===== config.mk =====
export PLATFORM = sky130hd
export DESIGN_NAME = mem_responder
export DESIGN_NICKNAME = d
export VERILOG_FILES = /design/src/rtl/mem_responder_pkg.sv /design/src/rtl/mem_resp_delay_line.sv /design/src/rtl/mem_responder.sv
export SDC_FILE = /design/constraint.sdc
export NUM_CORES = 2
export LEC_CHECK = 0
export BUFFER_PORTS_ARGS = -buffer_cell sky130_fd_sc_hd__buf_2
export CORE_ASPECT_RATIO = 0.9
export CORE_MARGIN = 2
export CORE_UTILIZATION = 60
export DETAILED_ROUTE_END_ITERATION = 8
export GPL_ROUTABILITY_DRIVEN = 0
export GPL_TIMING_DRIVEN = 0
export PLACE_DENSITY_LB_ADDON = 0.1
export SLEW_MARGIN = 10
export SYNTH_ARGS = -nofsm -noshare
export SYNTH_HDL_FRONTEND = slang
export SYNTH_HIERARCHICAL = 1
export SYNTH_SLANG_ARGS = --single-unit

===== constraint.sdc =====
create_clock -name clk -period 6.2 [get_ports clk]
set_input_delay 0.93 -clock clk [delete_from_list [all_inputs] [get_ports clk]]
set_output_delay 0.93 -clock clk [all_outputs]
set_load 0.01 [all_outputs]

===== src/rtl/mem_responder_pkg.sv =====
// Shared types and constants for the mem_responder memory-side slave.
package mem_responder_pkg;

    localparam int          DEFAULT_DATA_WIDTH = 16;
    localparam int          DEFAULT_ADDR_WIDTH = 16;
    localparam int          MAX_READ_LATENCY   = 4;
    localparam logic [15:0] LFSR_SEED          = 16'hACE1;

    typedef enum logic {
        ST_INIT,
        ST_RUN
    } state_t;

    // Fibonacci LFSR step, taps 16,14,13,11 (bits 15,13,12,10).
    function automatic logic [15:0] lfsr_step(input logic [15:0] s);
        return {s[14:0], s[15] ^ s[13] ^ s[12] ^ s[10]};
    endfunction

endpackage


===== src/rtl/mem_resp_delay_line.sv =====
// Shift register carrying {valid, data} for DEPTH cycles; DEPTH=0 is a wire.
// Each stage's data only loads alongside a valid, so the output data holds between pulses.
module mem_resp_delay_line #(
    parameter int DATA_WIDTH = 16,
    parameter int DEPTH      = 1
) (
    input  logic                  clk,
    input  logic                  reset,
    input  logic                  valid_i,
    input  logic [DATA_WIDTH-1:0] data_i,
    output logic                  valid_o,
    output logic [DATA_WIDTH-1:0] data_o
);

    generate
        if (DEPTH == 0) begin : g_bypass
            logic unused_ctrl;
            assign unused_ctrl = clk ^ reset;
            assign valid_o     = valid_i;
            assign data_o      = data_i;
        end else begin : g_shift
            logic [DEPTH:0]        valid_q;
            logic [DATA_WIDTH-1:0] data_q [DEPTH+1];

            assign valid_q[0] = valid_i;
            assign data_q[0]  = data_i;

            for (genvar gi = 0; gi < DEPTH; gi++) begin : g_stage
                always_ff @(posedge clk or posedge reset) begin
                    if (reset) begin
                        valid_q[gi+1] <= 1'b0;
                        data_q[gi+1]  <= '0;
                    end else begin
                        valid_q[gi+1] <= valid_q[gi];
                        if (valid_q[gi]) begin
                            data_q[gi+1] <= data_q[gi];
                        end
                    end
                end
            end

            assign valid_o = valid_q[DEPTH];
            assign data_o  = data_q[DEPTH];
        end
    endgenerate

endmodule


===== src/rtl/mem_responder.sv =====
// Memory-side responder: word RAM cleared by a post-reset sweep, write-first reads
// returned after READ_LATENCY cycles. MEM_RESPONDER_STALL_EN adds LFSR-driven backpressure.
module mem_responder
    import mem_responder_pkg::*;
#(
    parameter int DATA_WIDTH     = DEFAULT_DATA_WIDTH,
    parameter int ADDR_WIDTH     = DEFAULT_ADDR_WIDTH,
    parameter int MEM_DEPTH_LOG2 = 8,
    parameter int READ_LATENCY   = 2
) (
    input  logic                  clk,
    input  logic                  reset,
    input  logic [ADDR_WIDTH-1:0] r_addr,
    input  logic                  r_avalid,
    output logic                  r_aready,
    output logic [DATA_WIDTH-1:0] r_data,
    output logic                  r_dvalid,
    input  logic [ADDR_WIDTH-1:0] w_addr,
    input  logic [DATA_WIDTH-1:0] w_data,
    input  logic                  w_valid,
    output logic                  w_ready
);

    localparam int MEM_DEPTH = 1 << MEM_DEPTH_LOG2;
    localparam int LAT       = (READ_LATENCY > MAX_READ_LATENCY) ? MAX_READ_LATENCY : READ_LATENCY;

    typedef logic [MEM_DEPTH_LOG2-1:0] idx_t;
    localparam idx_t INIT_LAST = '1;

    state_t                state_q;
    idx_t                  init_cnt_q;
    logic                  r_aready_q;
    logic                  w_ready_q;
    logic                  rd_valid_q;
    logic [DATA_WIDTH-1:0] rd_data_q;
    logic [DATA_WIDTH-1:0] mem [MEM_DEPTH];

`ifdef MEM_RESPONDER_STALL_EN
    logic [15:0] lfsr_q;
    logic [15:0] lfsr_d;
    assign lfsr_d = lfsr_step(lfsr_q);
`endif

    idx_t r_idx;
    idx_t w_idx;
    logic rd_fire;
    logic wr_fire;

    assign r_idx   = r_addr[MEM_DEPTH_LOG2-1:0];
    assign w_idx   = w_addr[MEM_DEPTH_LOG2-1:0];
    assign rd_fire = r_avalid && r_aready_q;
    assign wr_fire = w_valid && w_ready_q;

    // Upper address bits alias onto the RAM and are intentionally dropped.
    logic unused_addr_bits;
    assign unused_addr_bits = ^{r_addr[ADDR_WIDTH-1:MEM_DEPTH_LOG2], w_addr[ADDR_WIDTH-1:MEM_DEPTH_LOG2]};

    always_ff @(posedge clk or posedge reset) begin
        if (reset) begin
            state_q    <= ST_INIT;
            init_cnt_q <= '0;
            r_aready_q <= 1'b0;
            w_ready_q  <= 1'b0;
`ifdef MEM_RESPONDER_STALL_EN
            lfsr_q     <= LFSR_SEED;
`endif
        end else begin
            case (state_q)
                ST_INIT: begin
                    init_cnt_q <= init_cnt_q + 1'b1;
                    if (init_cnt_q == INIT_LAST) begin
                        state_q <= ST_RUN;
`ifdef MEM_RESPONDER_STALL_EN
                        r_aready_q <= ~lfsr_q[0];
                        w_ready_q  <= ~lfsr_q[1];
`else
                        r_aready_q <= 1'b1;
                        w_ready_q  <= 1'b1;
`endif
                    end
                end
                ST_RUN: begin
`ifdef MEM_RESPONDER_STALL_EN
                    lfsr_q     <= lfsr_d;
                    r_aready_q <= ~lfsr_d[0];
                    w_ready_q  <= ~lfsr_d[1];
`else
                    r_aready_q <= 1'b1;
                    w_ready_q  <= 1'b1;
`endif
                end
                default: state_q <= ST_INIT;
            endcase
        end
    end

    // Single RAM write port shared by the clearing sweep and requester writes.
    logic                  mem_we;
    idx_t                  mem_waddr;
    logic [DATA_WIDTH-1:0] mem_wdata;

    always_comb begin
        mem_we    = 1'b0;
        mem_waddr = w_idx;
        mem_wdata = w_data;
        if (state_q == ST_INIT) begin
            mem_we    = 1'b1;
            mem_waddr = init_cnt_q;
            mem_wdata = '0;
        end else if (wr_fire) begin
            mem_we = 1'b1;
        end
    end

    always_ff @(posedge clk) begin
        if (mem_we) begin
            mem[mem_waddr] <= mem_wdata;
        end
    end

    // Registered read; a same-edge write to the same word is forwarded.
    always_ff @(posedge clk or posedge reset) begin
        if (reset) begin
            rd_valid_q <= 1'b0;
            rd_data_q  <= '0;
        end else begin
            rd_valid_q <= rd_fire;
            if (rd_fire) begin
                rd_data_q <= (wr_fire && (w_idx == r_idx)) ? w_data : mem[r_idx];
            end
        end
    end

    mem_resp_delay_line #(
        .DATA_WIDTH(DATA_WIDTH),
        .DEPTH     (LAT - 1)
    ) u_delay (
        .clk    (clk),
        .reset  (reset),
        .valid_i(rd_valid_q),
        .data_i (rd_data_q),
        .valid_o(r_dvalid),
        .data_o (r_data)
    );

    assign r_aready = r_aready_q;
    assign w_ready  = w_ready_q;

endmodule


==> results.sh <==
export IMPL_ys_seq_area_frac=0.777
export IMPL_finalHoldViolations=0
export IMPL_setup_violations=0
export IMPL_root_buffer="clkbuf_16"
export IMPL_via_count=86000
export IMPL_met2_usage=0.512
export IMPL_met3_usage=0.124
export IMPL_drcViolationCount=0
export IMPL_violations="capacitance limit"
export IMPL_grt_usage=0.358
export IMPL_max_freq_mhz=182
export IMPL_ant_nets=0
export IMPL_clock_path_buffers=4
export IMPL_cp_arrival_ns=6.26
export IMPL_clkLatencyLatePin_ns=0.93
export IMPL_rsz0062_at_grt="false"
export IMPL_die_h_um=494
export IMPL_path_class="in2reg"
export IMPL_postCtsSetupBuffers=0
export IMPL_yosysWarnings=6
export IMPL_layout_cells_non_filler=12300
export IMPL_cts_buffers=405
export IMPL_htreeDepth=5
export IMPL_slew_viol_final=0
export IMPL_power_density_mw_per_mm2=306
export IMPL_min_period_over_period=0.886
export IMPL_post_synth_inst_count=7593
export IMPL_endpoint_kind="flip-flop"
export IMPL_fin_skew_ns=0.0465
export IMPL_drive_gt1_frac=0.262
export IMPL_synthArstFlopShare=0.0106
export IMPL_io_pins=71
export IMPL_ys_flop_type="edfxtp_1"
export IMPL_cts_hold_buf=0
export IMPL_top_usage_layer="met2"
export IMPL_max_slew_margin_rel=0.00607
export IMPL_start_util=0.604
export IMPL_drt_iter0_drc=15300
export IMPL_ys_ff_latch=4140
export IMPL_required_ns=6.97
export IMPL_dieArea_mm2=0.270
export IMPL_finalWorstSetupSlack_ns=0.710
export IMPL_synth_edf_count=4096
export IMPL_rrSetupSlack_ns=1.67
export IMPL_grt_max_degree=89
export IMPL_synthesis_area_mm2=0.160
export IMPL_p_leak_nw=49.4
export IMPL_final_core_util=0.694
export IMPL_dp_hpwl_um=335000
export IMPL_pre_cts_slack_ns=0.172
export IMPL_crit_fanout=11
export IMPL_avgRoutedWirePerCell_um=39.5
export IMPL_syn_nets=7646
export IMPL_grt_ovfl_total=0
export IMPL_antenna_found_initial=34
export IMPL_hold_path_class="in2async"
export IMPL_ys_types=65
export IMPL_placedCellCount=11500
export IMPL_fp_dieW_um=548
export IMPL_finalCriticalPeriod_ns=5.49
export IMPL_drt_wl_total_um=485000
export IMPL_cts_tree="done"
export IMPL_core_area_mm2=0.265
export IMPL_finalNetCount=8421
export IMPL_clkTransAtPathRegs_ns=0.06
export IMPL_grt_pass1_vias=82300
export IMPL_port_buffer_count=52
export IMPL_startpoint_type="input port"
export IMPL_status="finished, violations left"
export IMPL_worstMarginPinSlew_ns=1.49
export IMPL_rows=179
export IMPL_grt_use_met1=0.503
export IMPL_vdd_drop_max_mv=0.263
export IMPL_cts_resized=0
export IMPL_cap_violations=1
export IMPL_postSynthAreaPerCell_um2=21.0
export IMPL_vias_per_cell=7.01
export IMPL_areaGrowthSynthToFinish_pct=15.0
export IMPL_first_pass_iters=8
export IMPL_grt_pass1_wl_um=657000
export IMPL_tns_ns=0
export IMPL_clkSinkCount=4140
==> power by group <==
part	switching, mW	total (mW)	internal [mW]
Sequential	0	30.3	30.3
Clock	10.5	24.2	13.7
Combinational	1.18	1.64	0.463
==> Yosys cell counts, types with 5 or more instances <==
cell type / number / area, um^2
edfxtp_1: 4096 / 123000
mux4_2: 712 / 16000
mux2i_1: 686 / 6870
nor2_1: 338 / 1270
a22oi_1: 294 / 2210
o22ai_1: 195 / 1220
clkbuf_1: 165 / 619
buf_2: 109 / 546
buf_4: 106 / 796
nand2_1: 103 / 387
a211oi_1: 91 / 683
nor3_1: 77 / 385
nand4_1: 66 / 413
buf_6: 60 / 676
nor2b_1: 47 / 294
dfrtp_1: 44 / 1100
nand3_1: 44 / 220
a21oi_1: 28 / 140
mux2_2: 27 / 304
and2_1: 22 / 138
a221oi_1: 20 / 175
o21ai_1: 17 / 85.1
o211ai_1: 16 / 120
or4_1: 16 / 120
nand2b_1: 14 / 87.6
o21ai_0: 14 / 70.1
inv_1: 13 / 48.8
mux4_1: 13 / 342
xnor2_1: 13 / 114
a2111o_1: 12 / 135
and3_1: 12 / 75.1
a211o_1: 11 / 96.3
mux2_4: 10 / 150
o31ai_1: 10 / 75.1
o41ai_1: 10 / 87.6
o32ai_1: 8 / 70.1
buf_1: 7 / 26.3
nor4bb_1: 6 / 60.1
a31oi_1: 5 / 31.3
or2_2: 5 / 31.3
or3_1: 5 / 31.3
==> critical path, stage by stage <==
cell and delay [ns]:
buf_2 0.40, buf_4 0.34, buf_6 0.36, buf_2 0.73
buf_2 0.68, mux4_2 0.42, mux2_2 0.30, a21oi_1 0.68
o31ai_1 0.18, o31ai_1 1.03, o21ai_1 0.11
==> stage by stage <==
stage / power [mW] / instance area [um^2] / hold WS (ns)
CTS: 56.1 / 184000 / 0.170
global placement: 32.4 / 164000 / 0.395
floorplan: 31.7 / 160000 / 0.374
global route: 57.1 / 184000 / 0.171
finish: 56.1 / 184000 / 0.152
detailed placement: 32.4 / 171000 / 0.392
==> flip-flops by register name (all words and copies together) (netlist names) <==
| signal | flops |
|---|---|
| mem | 4096 |
| rd_data_q | 16 |
| u_delay/data_o | 16 |
| init_cnt_q | 8 |
| rd_valid_q | 1 |
| state_q | 1 |
| u_delay/valid_o | 1 |
| w_ready | 1 |
==> cells in the final DEF (no fill, tap or decap), types with 44 or more instances in the layout <==
cell type     n
nor3_1       77
nor2_1       82
buf_8       230
o22ai_1     195
dfrtp_1      44
buf_2       161
clkinv_2     78
clkbuf_1    234
nor2_2      248
nand4_1      66
nand3_1      44
nor2b_1      47
clkbuf_16   413
edfxtp_1   4096
buf_6        75
clkinv_1     92
buf_16       49
mux4_2      712
buf_4       107
mux2i_1     686
a22oi_1     294
a211oi_1     91
nand2_1     103
==> routing by layer <==
layer	wire [um]	vias up
met2	211000	6598
li1	-	33400
met4	26600	18
met3	71600	1128
met1	175000	44800
met5	306	-
==> worst paths after layout <==
| kind | startpoint | endpoint | cells after the start |
|---|---|---|---|
| min in group clk | rd_valid_q$_DFF_PP0_ | u_delay/valid_o$_DFF_PP0_ | 0 |
| max in group asynchronous | reset | u_delay/data_o[7]$_DFFE_PP0P_ | 2 |
| worst max register to register | state_q$_DFF_PP0_ | mem[114][13]$_DFFE_PP_ | 8 |
| worst min register to register | rd_valid_q$_DFF_PP0_ | u_delay/valid_o$_DFF_PP0_ | 0 |
| worst max-delay path | r_addr[1] | rd_data_q[4]$_DFFE_PP0P_ | 11 |
| worst min-delay path | reset | rd_data_q[7]$_DFFE_PP0P_ | 2 |
==> kinds of logic (layout without fill, tap and decap cells) <==
logic type	after synthesis	after routing	share of synthesized area
other cells	0	23	0
xor+xnor	15	15	0.000822
compound gates	742	742	0.0332
mux	1448	1448	0.148
flops	4140	4140	0.777
simple gates	779	779	0.0232
fa+ha+maj	1	1	0.0000783
buf+inv	468	1581	0.0176
==> area by class of cell <==
type | count | area [um^2]
multi-input cells | 2985 | 33700
well taps | 3529 | 4420
repair buffers | 368 | 5670
diodes | 23 | 57.6
fillers | 16000 | 80800
inverters | 13 | 48.8
clock buffers | 506 | 10800
clock inverters | 239 | 2160
flip-flops and latches | 4140 | 124000
plain buffers | 455 | 2790
Note: power is estimated with default switching activity, not from simulation.
